`config.mk`:
```
export PLATFORM = sky130hd
export DESIGN_NAME = sync_ram_ctrl
export DESIGN_NICKNAME = d
export VERILOG_FILES = /design/src/rtl/sync_ram_ctrl.sv
export SDC_FILE = /design/constraint.sdc
export NUM_CORES = 1
export LEC_CHECK = 0
export CAP_MARGIN = 20
export CORE_UTILIZATION = 60
export CTS_CLUSTER_SIZE = 24
export DETAILED_ROUTE_END_ITERATION = 7
export MAX_ROUTING_LAYER = met4
export PLACE_DENSITY = 0.82
export REMOVE_ABC_BUFFERS = 1
export SYNTH_ARGS = -nofsm -noshare
export SYNTH_HDL_FRONTEND = slang
export SYNTH_SLANG_ARGS = --single-unit
export TNS_END_PERCENT = 50
```
`constraint.sdc`:
```
create_clock -name clk -period 3.6 [get_ports clk]
set_input_delay 0.72 -clock clk [delete_from_list [all_inputs] [get_ports clk]]
set_output_delay 0.72 -clock clk [all_outputs]
set_load 0.02 [all_outputs]
```
`src/rtl/sync_ram_ctrl.sv`:
```
// Synchronous single-port RAM with a valid/ready request port, a fixed-latency response
// pipeline (1 or 2 cycles), selectable read-during-write behaviour and a zeroing sweep.
module sync_ram_ctrl #(
  parameter int DATA_WIDTH     = 8,
  parameter int ADDR_WIDTH     = 3,
  parameter int READ_LATENCY   = 1,
  parameter int WRITE_MODE     = 0,
  parameter int CLEAR_ON_RESET = 1
) (
  input  logic                  clk,
  input  logic                  rst,
  input  logic                  req_valid,
  output logic                  req_ready,
  input  logic                  we,
  input  logic [ADDR_WIDTH-1:0] address,
  input  logic [DATA_WIDTH-1:0] data_in,
  input  logic                  clear,
  output logic                  rsp_valid,
  output logic [DATA_WIDTH-1:0] data_out,
  output logic                  busy,
  output logic [1:0]            debug
);

  // Handshake: a request transfers on a rising edge where req_valid && req_ready;
  // responses have no backpressure and appear exactly READ_LATENCY cycles later.
  typedef enum logic {ST_CLEAR = 1'b0, ST_RUN = 1'b1} state_e;

  localparam state_e RESET_STATE = (CLEAR_ON_RESET != 0) ? ST_CLEAR : ST_RUN;

  state_e                  state_q, state_d;
  logic [ADDR_WIDTH-1:0]   clear_ptr_q, clear_ptr_d;
  logic [DATA_WIDTH-1:0]   mem_q [2**ADDR_WIDTH];
  logic                    accept;
  logic                    mem_we;
  logic [ADDR_WIDTH-1:0]   mem_addr;
  logic [DATA_WIDTH-1:0]   mem_wdata;
  logic [DATA_WIDTH-1:0]   rsp_word;
  logic                    last_valid;
  logic [DATA_WIDTH-1:0]   last_data;
  logic                    rsp_valid_q;
  logic [DATA_WIDTH-1:0]   data_out_q;
  logic [1:0]              debug_q;

  always_ff @(posedge clk or posedge rst) begin
    if (rst) begin
      state_q     <= RESET_STATE;
      clear_ptr_q <= '0;
    end else begin
      state_q     <= state_d;
      clear_ptr_q <= clear_ptr_d;
    end
  end

  always_comb begin
    state_d     = state_q;
    clear_ptr_d = clear_ptr_q;
    case (state_q)
      ST_CLEAR: begin
        clear_ptr_d = clear_ptr_q + 1'b1;
        if (clear_ptr_q == '1) begin
          state_d     = ST_RUN;
          clear_ptr_d = '0;
        end
      end
      ST_RUN: begin
        if (clear) begin
          state_d     = ST_CLEAR;
          clear_ptr_d = '0;
        end
      end
      default: state_d = RESET_STATE;
    endcase
  end

  assign busy      = (state_q == ST_CLEAR);
  assign req_ready = (state_q == ST_RUN) && !clear;
  assign accept    = req_valid && req_ready;

  // The sweep owns the write port while busy; requests cannot be accepted then.
  assign mem_we    = busy || (accept && we);
  assign mem_addr  = busy ? clear_ptr_q : address;
  assign mem_wdata = busy ? '0 : data_in;
  assign rsp_word  = (we && (WRITE_MODE != 0)) ? data_in : mem_q[address];

  always_ff @(posedge clk) begin
    if (mem_we) mem_q[mem_addr] <= mem_wdata;
  end

  if (READ_LATENCY == 2) begin : g_lat2
    logic                  s1_valid_q;
    logic [DATA_WIDTH-1:0] s1_data_q;
    always_ff @(posedge clk or posedge rst) begin
      if (rst) begin
        s1_valid_q <= 1'b0;
        s1_data_q  <= '0;
      end else begin
        s1_valid_q <= accept;
        if (accept) s1_data_q <= rsp_word;
      end
    end
    assign last_valid = s1_valid_q;
    assign last_data  = s1_data_q;
  end else begin : g_lat1
    assign last_valid = accept;
    assign last_data  = rsp_word;
  end

  always_ff @(posedge clk or posedge rst) begin
    if (rst) begin
      rsp_valid_q <= 1'b0;
      data_out_q  <= '0;
      debug_q     <= 2'b00;
    end else begin
      rsp_valid_q <= last_valid;
      if (last_valid) data_out_q <= last_data;
      if (accept) debug_q <= we ? 2'b01 : 2'b10;
    end
  end

  assign rsp_valid = rsp_valid_q;
  assign data_out  = data_out_q;
  assign debug     = debug_q;

endmodule

```
# Word-level counts from Yosys, hierarchy flattened

Memory sizes are Yosys's and may differ from the RTL's. A register that Yosys moved wholly into a read port is not among the register bits.
Cells that the tools add are included.

Register bits after elaboration: 7
Memory bits (writable): 64
Input port bits: 16
Output and inout port bits: 13
Memories: 1

Add/sub/neg operators: 1
Equality and inequality tests: 2
Mux-type cells: 11
Bitwise gates (word level): 1
Reduce and logical (&&, ||, !) cells: 5

Memories:

| name  | depth | bits a word | read ports | clocked after memory_dff | write ports | RTL line | RTL |
|---|---|---|---|---|---|---|---|
| mem_q | 8     | 8           | 1          | 1                        | 1           | 32       | `logic [DATA_WIDTH-1:0] mem_q [2**ADDR_WIDTH];` |

Operators by type and width:

| cell                | number |
|---|---|
| $mux 3              | 3 |
| $mux 8              | 1 |
| $pmux 3 s2          | 1 |
| $mux 1              | 4 |
| $add 3x1->3 const B | 1 |
| $eq 3x3->1 const B  | 1 |
| $logic_and 1x1->1   | 3 |
| $mux 2              | 1 |
| $ne 2x2->1 const B  | 1 |
| $pmux 1 s2          | 1 |
| $logic_not 1->1     | 1 |
| $logic_or 1x1->1    | 1 |
| $not 1->1           | 1 |

# Longest topological paths before layout

Gate-level depths: netlist of the first run.

Depth in word-level cells: 7
Mapped depth: 5
Mapped depth without buffers: 4

# Worst setup path before layout of the first run

No wires, ideal clock.

Path kind: input-to-reg
From: input port address[0]
To: memory mem_q[0][0] (enable)
Setup time: 0.370 ns
Arrival: 1.777 ns
Slack: 1.453 ns
Cell stages on the path: 5
Path buffers: 2
Cell sequence: buf_6 -> buf_12 -> nor4bb_1 -> a21oi_1 -> nor2_1

Longest elaborated chain between the ends: 1

RTL lines:

| item               | RTL line | RTL |
|---|---|---|
| start: declaration | 15       | `input logic [ADDR_WIDTH-1:0] address,` |
| $mux 3             | 81       | `assign mem_addr = busy ? clear_ptr_q : address;` |
| end: declaration   | 32       |  |

No other way between the ends.

# Worst setup path in the final report of the first run

From: input port clear
To: output port req_ready

Longest elaborated chain between the ends: 2

RTL lines:

| item               | RTL line | RTL |
|---|---|---|
| start: declaration | 17       | `input logic clear,` |
| $logic_not 1->1    | 76       | `assign req_ready = (state_q == ST_RUN) && !clear;` |
| $logic_and 1x1->1  | 76       |  |
| end: declaration   | 13       | `output logic req_ready,` |

No other way between the ends.

==> results of run 1 <==
[report_power, final]
group	switching (mW)	leakage [nW]	total (mW)	internal, mW
logic	0.447	0.563	0.784	0.336
clock network	0.315	0.104	0.703	0.388
registers	0.105	0.786	1.41	1.31
total	0.867	1.45	2.90	2.03
[critical path, cell delays in order]
cell             delay, ns
clkdlybuf4s50_1       0.51
nor2_1                0.15
clkdlybuf4s50_1       0.62
[final timing paths]
check	start	end	slack [ns]	cells after the start
max	clear	req_ready	0.89	3
min	data_out[3]$_DFFE_PP0P_	data_out[3]$_DFFE_PP0P_	0.49	2
max reg2reg	state_q$_DFF_PP0_	mem_q[3][1]$_DFFE_PP_	1.44	4
min reg2reg	data_out[3]$_DFFE_PP0P_	data_out[3]$_DFFE_PP0P_	0.49	2
max in group asynchronous	rst	data_out[2]$_DFFE_PP0P_	2.45	2
min in group asynchronous	rst	rsp_valid$_DFF_PP0_	0.75	2
[registers in the layout, indices dropped and copies added, names as in the netlist]
register / count
rsp_valid: 1
state_q: 1
debug: 2
data_out: 8
mem_q: 64
clear_ptr_q: 3
[final cells by class]
type                            count  area [um^2]  share of cell area (%)
Timing Repair Buffer               40          370                    9.55
Clock inverter                      6         85.1                    2.19
Multi-Input combinational cell    109          897                    23.1
Inverter                            4         15.0                   0.387
Clock buffer                       10          128                    3.29
Sequential cell                    79         2300                    59.2
Tap cell                           70         87.6                    2.26
[placed cells by master, fill, tap and decap left out, drive strengths merged, types with 3 or more instances in the layout]
cell,count
o22ai,8
o31ai,8
mux2,18
edfxtp,64
and2,8
clkbuf,10
clkdlybuf4s50,28
nor2,13
buf,12
nand2,12
inv,4
a22o,8
dfrtp,15
clkinv,3
mux2i,17
[cells by family (layout without fill, tap and decap cells)]
| group | after synthesis | after routing | synth area share, % |
|---|---|---|---|
| DFF | 79 | 79 | 69.4 |
| buffers and inverters | 14 | 60 | 3.44 |
| adders and majority gates | 2 | 2 | 0.756 |
| and+or+nand+nor | 39 | 39 | 5.79 |
| muxes | 35 | 35 | 11.8 |
| AOI/OAI and AO/OA | 33 | 33 | 8.81 |
[layer usage]
| metal | wire [um] | vias up |
|---|---|---|
| met2 | 3080 | 77 |
| met5 | 0 | - |
| li1 | - | 858 |
| met3 | 390 | 21 |
| met4 | 182 | 0 |
| met1 | 2490 | 887 |
==> run_results.csv, run 1 <==
group,metric,value,unit
die,ios,29,
timing,fin_tns_setup,0,ns
clock_tree,numCtsBuffers,9,
place,pre_cts_ws,0.782,ns
layout,area_delta_synth_final,17.3,%
grt,grt-busiest-layer,"met2",
grt,grt.overflow.total,0,
clock_tree,clock-root-buffer,"clkbuf_8",
setup_path,critPathMaxFanout,7,
setup_path,worstSetupPathType,"in -> out",
setup_path,crit_required,2.88,ns
synth,avgSynthCellArea,16.4,um^2
synth,seq_area_frac_synth,69.4,%
synth,synth_top_area_share,58.1,%
grt,gr-usage-all-layers,24.3,%
layout,nFillCells,324,
timing,finalCriticalPeriod,2.71,ns
route,wl_per_cell,19.3,um
layout,final_core_util,74.5,%
die,start_util,63.6,%
place,port_buffers,28,
route,drc,0,
synth,synth_edf_count,64,
hold_path,min_path_type,"reg -> reg",
grt,use_met1,28.2,%
route,wirelength,6140,um
grt,grt_pass1_wl,9870,um
grt,antenna_found_initial,0,
timing,whs,0.486,ns
synth,async_flop_share,19.0,%
clock_tree,cts_num_sinks,79,
timing,worst_pin_slew,0.912,ns
timing,setup-violations-final,0,
setup_path,endpoint_kind,"output port",
route,ant_nets,0,
place,gp_congestion,0.768,
clock_tree,post_cts_resized,0,
die,die_area,5810,um^2
synth,synth.most_common_cell,"edfxtp_1",
place,place_area,3670,um^2
pwr,totalPowerFinal,2.90,mW
timing,worst_clock_skew,0.00832,ns
pwr,leakage,1.45,nW
synth,synth_area_leaders,"edfxtp_1, dfrtp_1, mux2_2",
timing,hold_viol_final,0,
die,die_x,76.3,um
die,die-height,76.3,um
setup_path,startpoint_type,"input pin",
grt,grt_util_met3,5.39,%
clock_tree,clock_path_buffers,2,
synth,syn_inst,202,
setup_path,critical_path_arrival,1.99,ns
grt,grt_pass1_vias,1943,
clock_tree,postCtsSetupRepairBufs,0,
pwr,ir_drop,0.538,mV
synth,dominantRegCellSynth,"edfxtp_1",
layout,finish.net_count,261,
grt,use_met2,38.7,%
timing,finalCritPeriodShare,75.3,%
die,num_rows,26,
flow_run,drv_cap,0,
route,post_drt_via_cell_ratio,5.80,
synth,yosys_warnings,0,
timing,fmax,369,MHz
place,post-place-cells,302,
layout,drive_gt1_share,21.4,%
clock_tree,ctsHoldBuffers,0,
synth,syn-cell-area,3310,um^2
timing,worst_slack,0.887,ns
clock_tree,ctsHtreeMaxLevel,3,
layout,antennaDiodeCount,0,
pwr,p_per_area,747,nW/um^2
synth,synth_common_cells,"edfxtp_1, mux2i_1, dfrtp_1, mux2_2, nor2_1",
place,place_hpwl,3960,um
clock_tree,path_clk_slew,0.08,ns
layout,final_cells,318,
grt,grt_max_degree,23,
clock_tree,tritoncts,"yes",
route,dr.pass1.iters,4,
die,core_area,5200,um^2
layout,final_area,3880,um^2
synth,yosys_register_bits,79,
synth,synth_cell_types,32,
route,first_iter_violations,163,
synth,synth_largest_area_cell,"edfxtp_1",
run_status,status,"finished clean",
route,num_vias,1843,
timing,relSlewSlack,39.0,%
timing,rsz0062_at_grt,"false",
timing,finalMaxSlewViolations,0,
clock_tree,clk-insertion-delay-late,0.35,ns
No activity file was read; power rests on OpenSTA's default activity.
==> inputs of run 2 (changes only) <==
Settings changed: CORE_UTILIZATION 60 to 51, PLACE_DENSITY 0.82 to 0.75.
Clock period 3.6 ns to 2.2 ns, I/O delays scaled along.
==> run 2 against run 1 <==
Net effect: worst hold slack worse by 0.0065 ns; via count is 0.60% lower; clock-buffer cell count is 2 higher; die area is 17% higher; non-clock buffer count is 10 higher; cell area is 0.55% higher; largest cell class unchanged; clock skew is 0.0012 ns lower; first-iteration DRC count is 20% lower; largest power group unchanged.
==> run_results.csv, run 2 (same netlist as run 1, synthesis figures left out) <==
group,metric,value,unit
setup_path,r2r_setup_slack,0.64,ns
route,first_iter_violations,130,
setup_path,reg2regPathDepth,5,
pwr,leakage,1.48,nW
timing,fin_tns_setup,0,ns
place,port_buffers,28,
die,die_x,82.5,um
timing,worst_pin_slew,0.697,ns
place,pre_cts_ws,0.104,ns
clock_tree,ctsHtreeMaxLevel,3,
die,die-height,82.5,um
timing,whs,0.479,ns
pwr,totalPowerFinal,4.54,mW
setup_path,worstSetupPathType,"in -> out",
hold_path,min_path_type,"reg -> reg",
timing,worst_clock_skew,0.00709,ns
die,ios,29,
clock_tree,tritoncts,"yes",
grt,gr-usage-all-layers,22.1,%
grt,grt_pass1_wl,9720,um
setup_path,critical_path_arrival,1.65,ns
setup_path,rr_endpoint,"mem_q[2][3]$_DFFE_PP_",
route,drc,0,
hold_path,worstHoldPathCells,2,
clock_tree,path_clk_slew,0.06,ns
setup_path,cpLargestDelayFamily,"buffers and inverters",
setup_path,cp_common_cell,"clkdlybuf4s50_1",
flow_run,drv_cap,0,
hold_path,hp-start,"data_out[3]$_DFFE_PP0P_",
timing,worst_slack,0.110,ns
place,post-place-cells,317,
layout,nFillCells,462,
route,dr.pass1.iters,4,
clock_tree,cts_num_sinks,79,
timing,finalCritPeriodShare,95.0,%
clock_tree,postCtsSetupRepairBufs,0,
setup_path,crit_path_cell_trace,"clkdlybuf4s50_1 > nor2_1 > clkdlybuf4s50_1",
layout,antennaDiodeCount,0,
timing,fmax,478,MHz
pwr,p_per_area,1160,nW/um^2
route,wirelength,6210,um
hold_path,holdPathEnd,"data_out[3]$_DFFE_PP0P_",
setup_path,worstPathBufferInverterCount,2,
die,start_util,54.3,%
layout,area_delta_synth_final,17.9,%
route,post_drt_via_cell_ratio,5.52,
pwr,ir_drop,0.568,mV
clock_tree,ctsHoldBuffers,0,
place,place_hpwl,4330,um
clock_tree,post_cts_resized,0,
grt,grt_max_degree,21,
die,die_area,6810,um^2
timing,rsz0062_at_grt,"false",
die,num_rows,28,
clock_tree,clk-insertion-delay-late,0.34,ns
layout,final_area,3900,um^2
clock_tree,numCtsBuffers,9,
setup_path,cp_slowest_cell,"clkdlybuf4s50_1",
setup_path,crit_required,1.76,ns
clock_tree,clock_path_buffers,2,
setup_path,cpPeakStageDelay,0.63,ns
layout,drive_gt1_share,23.7,%
setup_path,reg2reg_from,"state_q$_DFF_PP0_",
place,gp_congestion,0.802,
timing,finalCriticalPeriod,2.09,ns
run_status,status,"finished clean",
timing,setup-violations-final,0,
layout,final_cells,332,
layout,regMostFlops,"mem_q",
layout,largest_reg_flops,64,
layout,final_common_cell,"edfxtp_1",
route,num_vias,1832,
route,wl_per_cell,18.7,um
layout,finish.net_count,271,
grt,grt.overflow.total,0,
setup_path,endpoint_kind,"output port",
die,core_area,6100,um^2
timing,hold_viol_final,0,
grt,antenna_found_initial,0,
setup_path,startpoint_type,"input pin",
place,place_area,3740,um^2
setup_path,critPathMaxFanout,3,
timing,finalMaxSlewViolations,0,
clock_tree,clock-root-buffer,"clkbuf_8",
timing,relSlewSlack,53.5,%
layout,final_cell_mix,"edfxtp_1, clkdlybuf4s50_1, buf_4",
grt,grt_pass1_vias,1890,
layout,final_core_util,64.0,%
route,ant_nets,0,
[run 2: final cells by class]
class	instances	area [um^2]	share of cell area [%]
Timing Repair Buffer	50	440	11.3
Clock inverter	3	12.5	0.321
Sequential cell	79	2300	58.9
Clock buffer	12	145	3.72
Inverter	4	15.0	0.385
Multi-Input combinational cell	109	897	23.0
Tap cell	75	93.8	2.41
[run 2: worst max-delay path by stage]
stage                                        to  cells after the start  slack [ns]         startpoint
after floorplan           mem_q[6][0]$_DFFE_PP_                      3        0.35  state_q$_DFF_PP0_
after global placement                req_ready                      3        0.15              clear
after detailed placement              req_ready                      3        0.10              clear
after CTS                             req_ready                      3        0.10              clear
after global routing                  req_ready                      3        0.03              clear
final                                 req_ready                      3        0.11              clear
[run 2: tightest hold or removal path, stage by stage, from the launching register on]
cell and delay, ns:
dfrtp_1 0.34, nand2_1 0.06, o31ai_2 0.05
[run 2: per-layer routing]
layer,GRT usage (%),vias up,part of all wire (%)
met4,15.9,0,3.6
met2,34.6,54,50
met3,4.07,18,5.7
met1,25.6,885,41
li1,-,875,-
met5,-,-,0
[run 2: where the power goes]
group | leakage (nW) | internal [mW] | switching [mW]
sequential | 0.786 | 2.13 | 0.145
clock | 0.0813 | 0.426 | 0.458
combinational | 0.614 | 0.616 | 0.765
